[src/rtl/calc_pkg.sv]
// Shared types and constants for the calculator controller.
// States, key codes and default sizing live here.
package calc_pkg;

   localparam int WIDTH_DEF   = 14;
   localparam int MAX_VAL_DEF = 9999;

   typedef enum logic [1:0] {
      ENTER_A = 2'd0,
      ENTER_B = 2'd1,
      EVAL    = 2'd2,
      SHOW    = 2'd3
   } state_e;

   localparam logic [3:0] K_DIG_MAX = 4'd9;
   localparam logic [3:0] K_OP0     = 4'd10;
   localparam logic [3:0] K_OP2     = 4'd12;
   localparam logic [3:0] K_EQ      = 4'd13;
   localparam logic [3:0] K_CLR     = 4'd14;
   localparam logic [3:0] K_NOP     = 4'd15;

   typedef enum logic [2:0] {
      KEY_DIG,
      KEY_OP,
      KEY_EQ,
      KEY_CLR,
      KEY_NOP
   } key_kind_e;

   function automatic key_kind_e key_kind(input logic [3:0] c);
      key_kind_e k;
      k = KEY_NOP;
      if (c <= K_DIG_MAX)
         k = KEY_DIG;
      else if (c <= K_OP2)
         k = KEY_OP;
      else if (c == K_EQ)
         k = KEY_EQ;
      else if (c == K_CLR)
         k = KEY_CLR;
      return k;
   endfunction

endpackage

[src/rtl/calc_if.sv]
// Keypad handshake plus operand/result bus between
// the controller, the arithmetic brain and the display.
interface calc_if
   import calc_pkg::*;
#(
   parameter int WIDTH = WIDTH_DEF
);

   logic             key_valid;
   logic [3:0]       key_code;
   logic             key_ready;
   logic [WIDTH-1:0] first_digit;
   logic [WIDTH-1:0] second_digit;
   logic [1:0]       operation;
   logic [WIDTH-1:0] brain_result;
   logic [WIDTH-1:0] display;
   logic [1:0]       state_o;
   logic             err;

   modport master (
      output key_valid,
      output key_code,
      output brain_result,
      input  key_ready,
      input  first_digit,
      input  second_digit,
      input  operation,
      input  display,
      input  state_o,
      input  err
   );

   modport slave (
      input  key_valid,
      input  key_code,
      input  brain_result,
      output key_ready,
      output first_digit,
      output second_digit,
      output operation,
      output display,
      output state_o,
      output err
   );

endinterface

[src/rtl/calc_dec_accum.sv]
// Appends one decimal digit to an operand, holding the
// operand and flagging overflow when it would exceed MAX_VAL.
module dec_accum
   import calc_pkg::*;
#(
   parameter int WIDTH   = WIDTH_DEF,
   parameter int MAX_VAL = MAX_VAL_DEF
) (
   input  logic [WIDTH-1:0] acc_i,
   input  logic [3:0]       digit_i,
   output logic [WIDTH-1:0] acc_o,
   output logic             ovf_o
);

   localparam int XW = WIDTH + 3;
   localparam logic [XW-1:0] MAXW = XW'(MAX_VAL);

   logic [XW-1:0] wide;

   always_comb begin
      wide = {3'b000, acc_i} * XW'(10)
           + {{(WIDTH-1){1'b0}}, digit_i};
      ovf_o = wide > MAXW;
      acc_o = ovf_o ? acc_i : wide[WIDTH-1:0];
   end

endmodule

[src/rtl/calc_ctrl.sv]
// Keypad-driven calculator controller: collects operands,
// hands them to an external brain and shows the result.
module calc_ctrl
   import calc_pkg::*;
#(
   parameter int WIDTH   = WIDTH_DEF,
   parameter int MAX_VAL = MAX_VAL_DEF
) (
   input logic  clk,
   input logic  rst,
   calc_if.slave bus
);

   localparam logic [WIDTH-1:0] MAXV = WIDTH'(MAX_VAL);

   state_e           state_q, state_d;
   logic [WIDTH-1:0] a_q, a_d;
   logic [WIDTH-1:0] b_q, b_d;
   logic [WIDTH-1:0] res_q, res_d;
   logic [WIDTH-1:0] disp_q, disp_d;
   logic [1:0]       op_q, op_d;
   logic             err_q, err_d;

   logic [WIDTH-1:0] a_nxt, b_nxt;
   logic             a_ovf, b_ovf;
   logic             key_ok;
   key_kind_e        kind;
   logic [1:0]       key_op;
   logic [WIDTH-1:0] key_dig;

   dec_accum #(.WIDTH(WIDTH), .MAX_VAL(MAX_VAL)) u_acc_a (
      .acc_i   (a_q),
      .digit_i (bus.key_code),
      .acc_o   (a_nxt),
      .ovf_o   (a_ovf)
   );

   dec_accum #(.WIDTH(WIDTH), .MAX_VAL(MAX_VAL)) u_acc_b (
      .acc_i   (b_q),
      .digit_i (bus.key_code),
      .acc_o   (b_nxt),
      .ovf_o   (b_ovf)
   );

   always_comb begin
      key_ok  = bus.key_valid && (state_q != EVAL);
      kind    = key_kind(bus.key_code);
      key_op  = 2'(bus.key_code - K_OP0);
      key_dig = {{(WIDTH-4){1'b0}}, bus.key_code};
   end

   always_comb begin
      state_d = state_q;
      a_d     = a_q;
      b_d     = b_q;
      res_d   = res_q;
      op_d    = op_q;
      err_d   = err_q;
      if (state_q == EVAL) begin
         res_d   = bus.brain_result;
         err_d   = err_q | (bus.brain_result > MAXV);
         state_d = SHOW;
      end else if (key_ok) begin
         unique case (1'b1)
            kind == KEY_CLR: begin
               a_d     = '0;
               b_d     = '0;
               res_d   = '0;
               op_d    = '0;
               err_d   = 1'b0;
               state_d = ENTER_A;
            end
            kind == KEY_DIG: begin
               if (state_q == ENTER_A) begin
                  a_d   = a_nxt;
                  err_d = err_q | a_ovf;
               end else if (state_q == ENTER_B) begin
                  b_d   = b_nxt;
                  err_d = err_q | b_ovf;
               end else begin
                  a_d     = key_dig;
                  b_d     = '0;
                  err_d   = 1'b0;
                  state_d = ENTER_A;
               end
            end
            kind == KEY_OP: begin
               op_d = key_op;
               if (state_q != ENTER_B) begin
                  b_d     = '0;
                  state_d = ENTER_B;
               end
               if (state_q == SHOW)
                  a_d = res_q;
            end
            kind == KEY_EQ: begin
               // SHOW re-runs the last op on the previous result
               if (state_q == ENTER_B) begin
                  state_d = EVAL;
               end else if (state_q == SHOW) begin
                  a_d     = res_q;
                  state_d = EVAL;
               end
            end
            default: ;
         endcase
      end
      unique case (state_d)
         ENTER_A: disp_d = a_d;
         ENTER_B: disp_d = b_d;
         default: disp_d = res_d;
      endcase
   end

   always_ff @(posedge clk or posedge rst) begin
      if (rst) begin
         state_q <= ENTER_A;
         a_q     <= '0;
         b_q     <= '0;
         res_q   <= '0;
         op_q    <= '0;
         err_q   <= 1'b0;
         disp_q  <= '0;
      end else begin
         state_q <= state_d;
         a_q     <= a_d;
         b_q     <= b_d;
         res_q   <= res_d;
         op_q    <= op_d;
         err_q   <= err_d;
         disp_q  <= disp_d;
      end
   end

   assign bus.key_ready    = (state_q != EVAL);
   assign bus.first_digit  = a_q;
   assign bus.second_digit = b_q;
   assign bus.operation    = op_q;
   assign bus.display      = disp_q;
   assign bus.state_o      = state_q;
   assign bus.err          = err_q;

endmodule

[src/flat_wrapper.sv]
// flat-port wrapper written by rule: the top's interface ports become plain ports
module calc_ctrl_flat import calc_pkg::*;
#(
   parameter int WIDTH   = WIDTH_DEF,
   parameter int MAX_VAL = MAX_VAL_DEF
)
  (clk, rst, bus_key_valid, bus_key_code, bus_brain_result, bus_key_ready, bus_first_digit, bus_second_digit, bus_operation, bus_display, bus_state_o, bus_err);
  calc_if #(.WIDTH(WIDTH)) bus_i ();
  input logic clk;
  input logic rst;
  input wire logic [$bits(bus_i.key_valid)-1:0] bus_key_valid;
  input wire logic [$bits(bus_i.key_code)-1:0] bus_key_code;
  input wire logic [$bits(bus_i.brain_result)-1:0] bus_brain_result;
  output wire logic [$bits(bus_i.key_ready)-1:0] bus_key_ready;
  output wire logic [$bits(bus_i.first_digit)-1:0] bus_first_digit;
  output wire logic [$bits(bus_i.second_digit)-1:0] bus_second_digit;
  output wire logic [$bits(bus_i.operation)-1:0] bus_operation;
  output wire logic [$bits(bus_i.display)-1:0] bus_display;
  output wire logic [$bits(bus_i.state_o)-1:0] bus_state_o;
  output wire logic [$bits(bus_i.err)-1:0] bus_err;
  assign bus_i.key_valid = bus_key_valid;
  assign bus_i.key_code = bus_key_code;
  assign bus_i.brain_result = bus_brain_result;
  assign bus_key_ready = bus_i.key_ready;
  assign bus_first_digit = bus_i.first_digit;
  assign bus_second_digit = bus_i.second_digit;
  assign bus_operation = bus_i.operation;
  assign bus_display = bus_i.display;
  assign bus_state_o = bus_i.state_o;
  assign bus_err = bus_i.err;
  calc_ctrl #(.WIDTH(WIDTH), .MAX_VAL(MAX_VAL)) u_core (.clk(clk), .rst(rst), .bus(bus_i));
endmodule
[config.mk]
export PLATFORM = sky130hd
export DESIGN_NAME = calc_ctrl_flat
export DESIGN_NICKNAME = d
export VERILOG_FILES = /design/src/rtl/calc_pkg.sv /design/src/rtl/calc_if.sv /design/src/rtl/calc_dec_accum.sv /design/src/rtl/calc_ctrl.sv /design/src/flat_wrapper.sv
export SDC_FILE = /design/constraint.sdc
export NUM_CORES = 1
export LEC_CHECK = 0
export BUFFER_PORTS_ARGS = -buffer_cell sky130_fd_sc_hd__buf_2
export CAP_MARGIN = 25
export CORE_ASPECT_RATIO = 0.75
export CORE_MARGIN = 10
export CORE_UTILIZATION = 60
export CTS_CLUSTER_DIAMETER = 50
export DETAILED_ROUTE_END_ITERATION = 6
export PLACE_DENSITY_LB_ADDON = 0.15
export SLEW_MARGIN = 20
export SYNTH_ARGS = -nofsm -noshare
export SYNTH_HDL_FRONTEND = slang
export SYNTH_SLANG_ARGS = --single-unit
[constraint.sdc]
create_clock -name clk -period 12.6 [get_ports clk]
set_input_delay 2.52 -clock clk [delete_from_list [all_inputs] [get_ports clk]]
set_output_delay 2.52 -clock clk [all_outputs]
set_load 0.005 [all_outputs]
After elaboration in Yosys (flattened, before gate mapping)
Index checks and enable logic that the tools add are counted.

Logic and storage cells: 78. Bits in writable memories: 0. Input bits: 21. Bits in read-only memories: 0. Memories kept: 0. Bits in latches: 0. Register bits: 61.

Multiplexer cells: 37. Equal/unequal tests: 11. Reductions and logical operators: 9. Div/mod/pow operators: 0. Shift-type cells: 0. $lt $le $gt $ge: 5. Bitwise logic cells: 4. Add/subtract/negate cells: 3. $mul: 2.

Operator list (number): 2-to-1 mux 14 bit (16); case mux 14 bit (4 select lines) (1); case mux 14 bit (3 select lines) (1); adder 17 x 4 -> 17 bit (2); greater-than comparator 17 x 14 -> 1 bit (second input constant) (2); multiplier 14 x 3 -> 16 bit (second input constant) (2); case mux 14 bit (2 select lines) (1); greater-than comparator 14 bit (second input constant) (1); 2-to-1 mux 2 bit (7); 2-to-1 mux 3 bit (4); == test 4 bit (second input constant) (2); less-or-equal comparator 4 bit (second input constant) (2); case mux 2 bit (4 select lines) (1); == test 3 x 2 -> 1 bit (second input constant) (2); == test 2 x 1 -> 1 bit (second input constant) (2); == test 2 bit (second input constant) (2); zero test 2 bit (2); 2-to-1 mux 1 bit (4); case mux 2 bit (2 select lines) (1); nonzero test 2 bit (2); == test 3 x 1 -> 1 bit (second input constant) (1); zero test 3 bit (1); OR 1 bit (3); AND reduction 3 bit (1); 8 further kinds (8).

Depth between registers and ports, before layout
Depth after elaboration: 11. Depth in mapped cells: 15. Depth with buffers taken out: 13.

Modules after synthesis
Synthesis repeated with hierarchy kept, for this count alone.

Cells, all modules: 714. Area total of the unflattened synthesis: 6448.7 µm².

Modules (own cells, without submodules): dec_accum (cells each 196, area an instance 1641.6 µm², instances 2); calc_ctrl (cells each 322, area an instance 3165.5 µm², instances 1).

Worst setup path after synthesis
No wires, ideal clock.

Path type: input to register. Start point: in bus_key_code[1]. End point: reg u_core.disp_q[12], in the netlist u_core.bus.display[12]. Cell stages on the path: 13. Required time: 12480 ps. Slack: 6894 ps. Arrival: 5585 ps. Cells stage by stage: ha_1 > fa_1 > a21o_1 > nand2_1 > nor4_4 > or4b_4 > or3_1 > a221oi_2 > a41oi_2 > a221o_1 > buf_6 > a221o_1 > o211a_1.

Cells in the longest elaborated chain, start to end: 11. Elaborated cells between the ends (all ways): 36. Those cells by class: add/sub (2); order compare (4); eq/ne (6); mux (22); reduce/logical (2).

Ends and longest elaborated chain: start: declaration (RTL line flat_wrapper.sv:12) `input wire logic [$bits(bus_i.key_code)-1:0] bus_key_code;`; parallel branches: the longest is 10 deep, another holds adder 17 x 4 -> 17 bit; case mux 14 bit (2 select lines) (*) (RTL line calc_ctrl.sv:108) `unique case (state_d)`; named net u_core.disp_d[12] (RTL line calc_ctrl.sv:20) `logic [WIDTH-1:0] disp_q, disp_d;`; end signal: assignment (RTL line calc_ctrl.sv:131) `disp_q <= disp_d;`; end: declaration (RTL line calc_ctrl.sv:20).

Mark *: on every way through the listed nets, which the timed path passes. A chain may end at the register's enable or synchronous reset.

Worst setup path after layout
Start point: in bus_key_code[3]. End point: reg u_core.disp_q[8], in the netlist u_core.bus.display[8].

The elaborated chain is that of the path after synthesis.

==> metrics <==
status finished clean; Synth Area per Inst around 8.6 um^2; Peak VDD IR 131 uV; largest net degree at the start of global routing 62; clk root buf clkbuf_16; Die Ht 105 um; Die Area 0.0141 mm^2; setup repair after global routing missed its margin no; Clock Skews 0.00726 ns; synth-to-layout area growth 12.1%; Total Wirelength 17600 um; DRC 0; leakage power 3.18 nW; CP Capture Type flip-flop; share of cells above drive strength 1 15.0%; Max-Cap Viols 0; unique cell type count in the Yosys netlist 82; first-pass GRT wire length 28300 um; H-tree depth 3; Req. time, crit path 12.83 ns; CTS max path bufs 2; worst slew pin tran around 1 ns; dpl cells 859; critical path arrival between 6 and 7 ns; Placer Congestion 0.937; Core Region around 0.0096 mm^2; Synthesis Warnings 0; max-slew violation count 0; final hold vios 0; hpwl dp 13700 um; Layout Nets 817; GRT Residual Overflow 0; fmax 157 MHz; sequential element share of the synthesized area 26.1%; Synthesized Nets 759; Port Buf Inserts between 60 and 70; setup_tns 0 ns; initial DRC count 603; 1st-pass router iterations 5; CP max FO 21; Synth Register Bits 61; Synth async-reset ratio 100%; CTS tree done; TritonCTS buffer count 9; EDFF count, synth 0; vias in the first global route 5504; num rows 31; hold bufs inserted after CTS 0; fin crit share 50.6%; Post-CTS Setup Repair Bufs 0; total number of vias 5841; Vias per Instance between 6 and 7; min Tclk post-route 6.38 ns; most frequent cells in the layout nand2_1, buf_2, dfrtp_1, nor2_1, ha_1; Cell Area, Synth 0.00584 mm^2; clock sink count 61; R2R Setup Slk 7.45 ns; most common cell after layout, fill and taps aside nand2_1; CP Launch Type input pin; wire length per cell 20.1 um; Routed Antenna Nets 0; io pins 69; CTS resizes 0; gate count of the mapped netlist 680; ys flop type dfrtp_1; # setup viols final 0; ANT cells 0; HP Class flip-flop to flip-flop; initial antenna violation count 0; power density over the cells 280 mW/mm^2; later-pin clock latency in the skew report ~0.34 ns; worst setup path class input pin to flip-flop; Fill cells between 800 and 900; Rel. slew slack 32.4%; CTS clk-pin slew, worst paths 0.05 ns; die width 134 um; Starting Density 61.0%; Total GRT Usage 24.3%; Finished Layout Cells 874
==> kinds of logic after synthesis <==
| family | count (synthesis) | share of synthesized area (%) |
|---|---|---|
| AO/OA/AOI/OAI | 222 | 28.7 |
| flip-flops | 61 | 26.1 |
| buffers and inverters | 44 | 3.11 |
| AND/OR/NAND/NOR | 246 | 21.4 |
| multiplexers | 15 | 2.72 |
| XOR/XNOR | 34 | 5.10 |
| adder cells (fa/ha/maj) | 58 | 12.9 |
==> area by class of cell <==
class	instances	area, um^2	area share (%)
timing repair buffer	72	370	5.66
clock inverter	1	5.00	0.0765
multi-input combinational	575	4130	63.1
clock buffer	14	274	4.19
tap	132	165	2.52
inverter	19	71.3	1.09
sequential	61	1530	23.3
==> cell usage after synthesis (4+ instances only) <==
cell | number | area share [%]
or3_1 | 6 | 0.64
mux2_2 | 7 | 1.3
nor2_1 | 54 | 3.5
a311o_1 | 4 | 0.69
nand2_1 | 75 | 4.8
a22oi_1 | 9 | 1.2
a21boi_0 | 4 | 0.51
o21ai_0 | 26 | 2.2
a221o_1 | 11 | 1.9
xnor2_1 | 21 | 3.1
a22o_1 | 14 | 2.1
nand2b_1 | 13 | 1.4
nor2b_1 | 7 | 0.75
and3_1 | 9 | 0.96
nor3b_1 | 5 | 0.64
a211o_1 | 8 | 1.2
nor4b_1 | 4 | 0.60
o21a_1 | 9 | 1.2
a211oi_1 | 14 | 1.8
and2_1 | 10 | 1.1
o311ai_0 | 4 | 0.60
nor4_1 | 8 | 0.86
fa_1 | 4 | 1.4
nand4_1 | 6 | 0.64
a21o_1 | 14 | 1.8
a21oi_1 | 40 | 3.4
o211ai_1 | 4 | 0.51
a221oi_1 | 8 | 1.2
nor3_1 | 14 | 1.2
or2_2 | 7 | 0.75
o2bb2ai_1 | 4 | 0.60
mux2i_1 | 8 | 1.4
nand3_1 | 14 | 1.2
dfrtp_1 | 61 | 26
o211a_1 | 6 | 1.0
clkbuf_1 | 18 | 1.2
a31oi_1 | 5 | 0.54
xor2_1 | 13 | 1.9
ha_1 | 54 | 12
inv_1 | 15 | 0.96
==> per-stage QoR <==
stage / power [mW] / worst slack, ns / util (%) / hold slack (ns) / instance area (um^2)
final: 1.84 / 6.22 / 68.3 / 0.542 / 6550
after global routing: 1.97 / 5.85 / 68.3 / 0.580 / 6550
after CTS: 1.81 / 6.34 / 68.3 / 0.544 / 6550
after detailed placement: 1.56 / 5.99 / 65.4 / 0.529 / 6270
after global placement: 1.53 / 6.30 / 65.4 / 0.525 / 6270
after floorplan: 1.24 / 6.89 / - / 0.502 / 5840
==> worst max-delay path: stages <==
cell	delay [ns]
buf_2	0.15
ha_1	0.37
a21oi_1	0.11
a21boi_1	0.45
nor4b_1	0.79
o2111a_1	0.36
mux2i_1	0.08
a2bb2oi_1	0.52
a221o_1	0.78
a221oi_1	0.20
a211oi_1	0.28
==> metal layers <==
layer | up-vias | share of wire, % | wire (um) | GRT usage, %
met2 | 309 | 40 | 7110 | 34.3
met3 | 27 | 9.8 | 1730 | 5.88
li1 | 2721 | - | - | -
met1 | 2784 | 48 | 8480 | 36.0
met5 | - | 0 | 0 | 0
met4 | 0 | 1.4 | 243 | 6.12
==> power by group <==
group / internal (mW) / switching [mW] / leakage [nW]
Clock: 0.148 / 0.0846 / 0.139
Combinational: 0.489 / 0.739 / 2.26
Sequential: 0.280 / 0.0959 / 0.785
==> sequential cells by signal, summed over array words and instances, names as in the netlist <==
| register | count |
|---|---|
| u_core.res_q | 14 |
| u_core.bus.first_digit | 14 |
| u_core.bus.second_digit | 14 |
| u_core.bus.err | 1 |
| u_core.bus.operation | 2 |
| u_core.bus.state_o | 2 |
| u_core.bus.display | 14 |
==> worst paths after layout <==
| path | from | endpoint | cells past startpoint |
|---|---|---|---|
| setup / recovery | bus_key_code[3] | u_core.bus.display[8]$_DFF_PP0_ | 11 |
| hold / removal | u_core.bus.operation[1]$_DFFE_PP0P_ | u_core.bus.operation[1]$_DFFE_PP0P_ | 2 |
| setup reg to reg | u_core.bus.first_digit[1]$_DFF_PP0_ | u_core.bus.display[0]$_DFF_PP0_ | 13 |
| hold reg to reg | u_core.bus.operation[1]$_DFFE_PP0P_ | u_core.bus.operation[1]$_DFFE_PP0P_ | 2 |
| max in group asynchronous | rst | u_core.bus.first_digit[3]$_DFF_PP0_ | 3 |
| min in group asynchronous | rst | u_core.bus.display[10]$_DFF_PP0_ | 3 |
No activity file was read; power rests on OpenSTA's default activity.
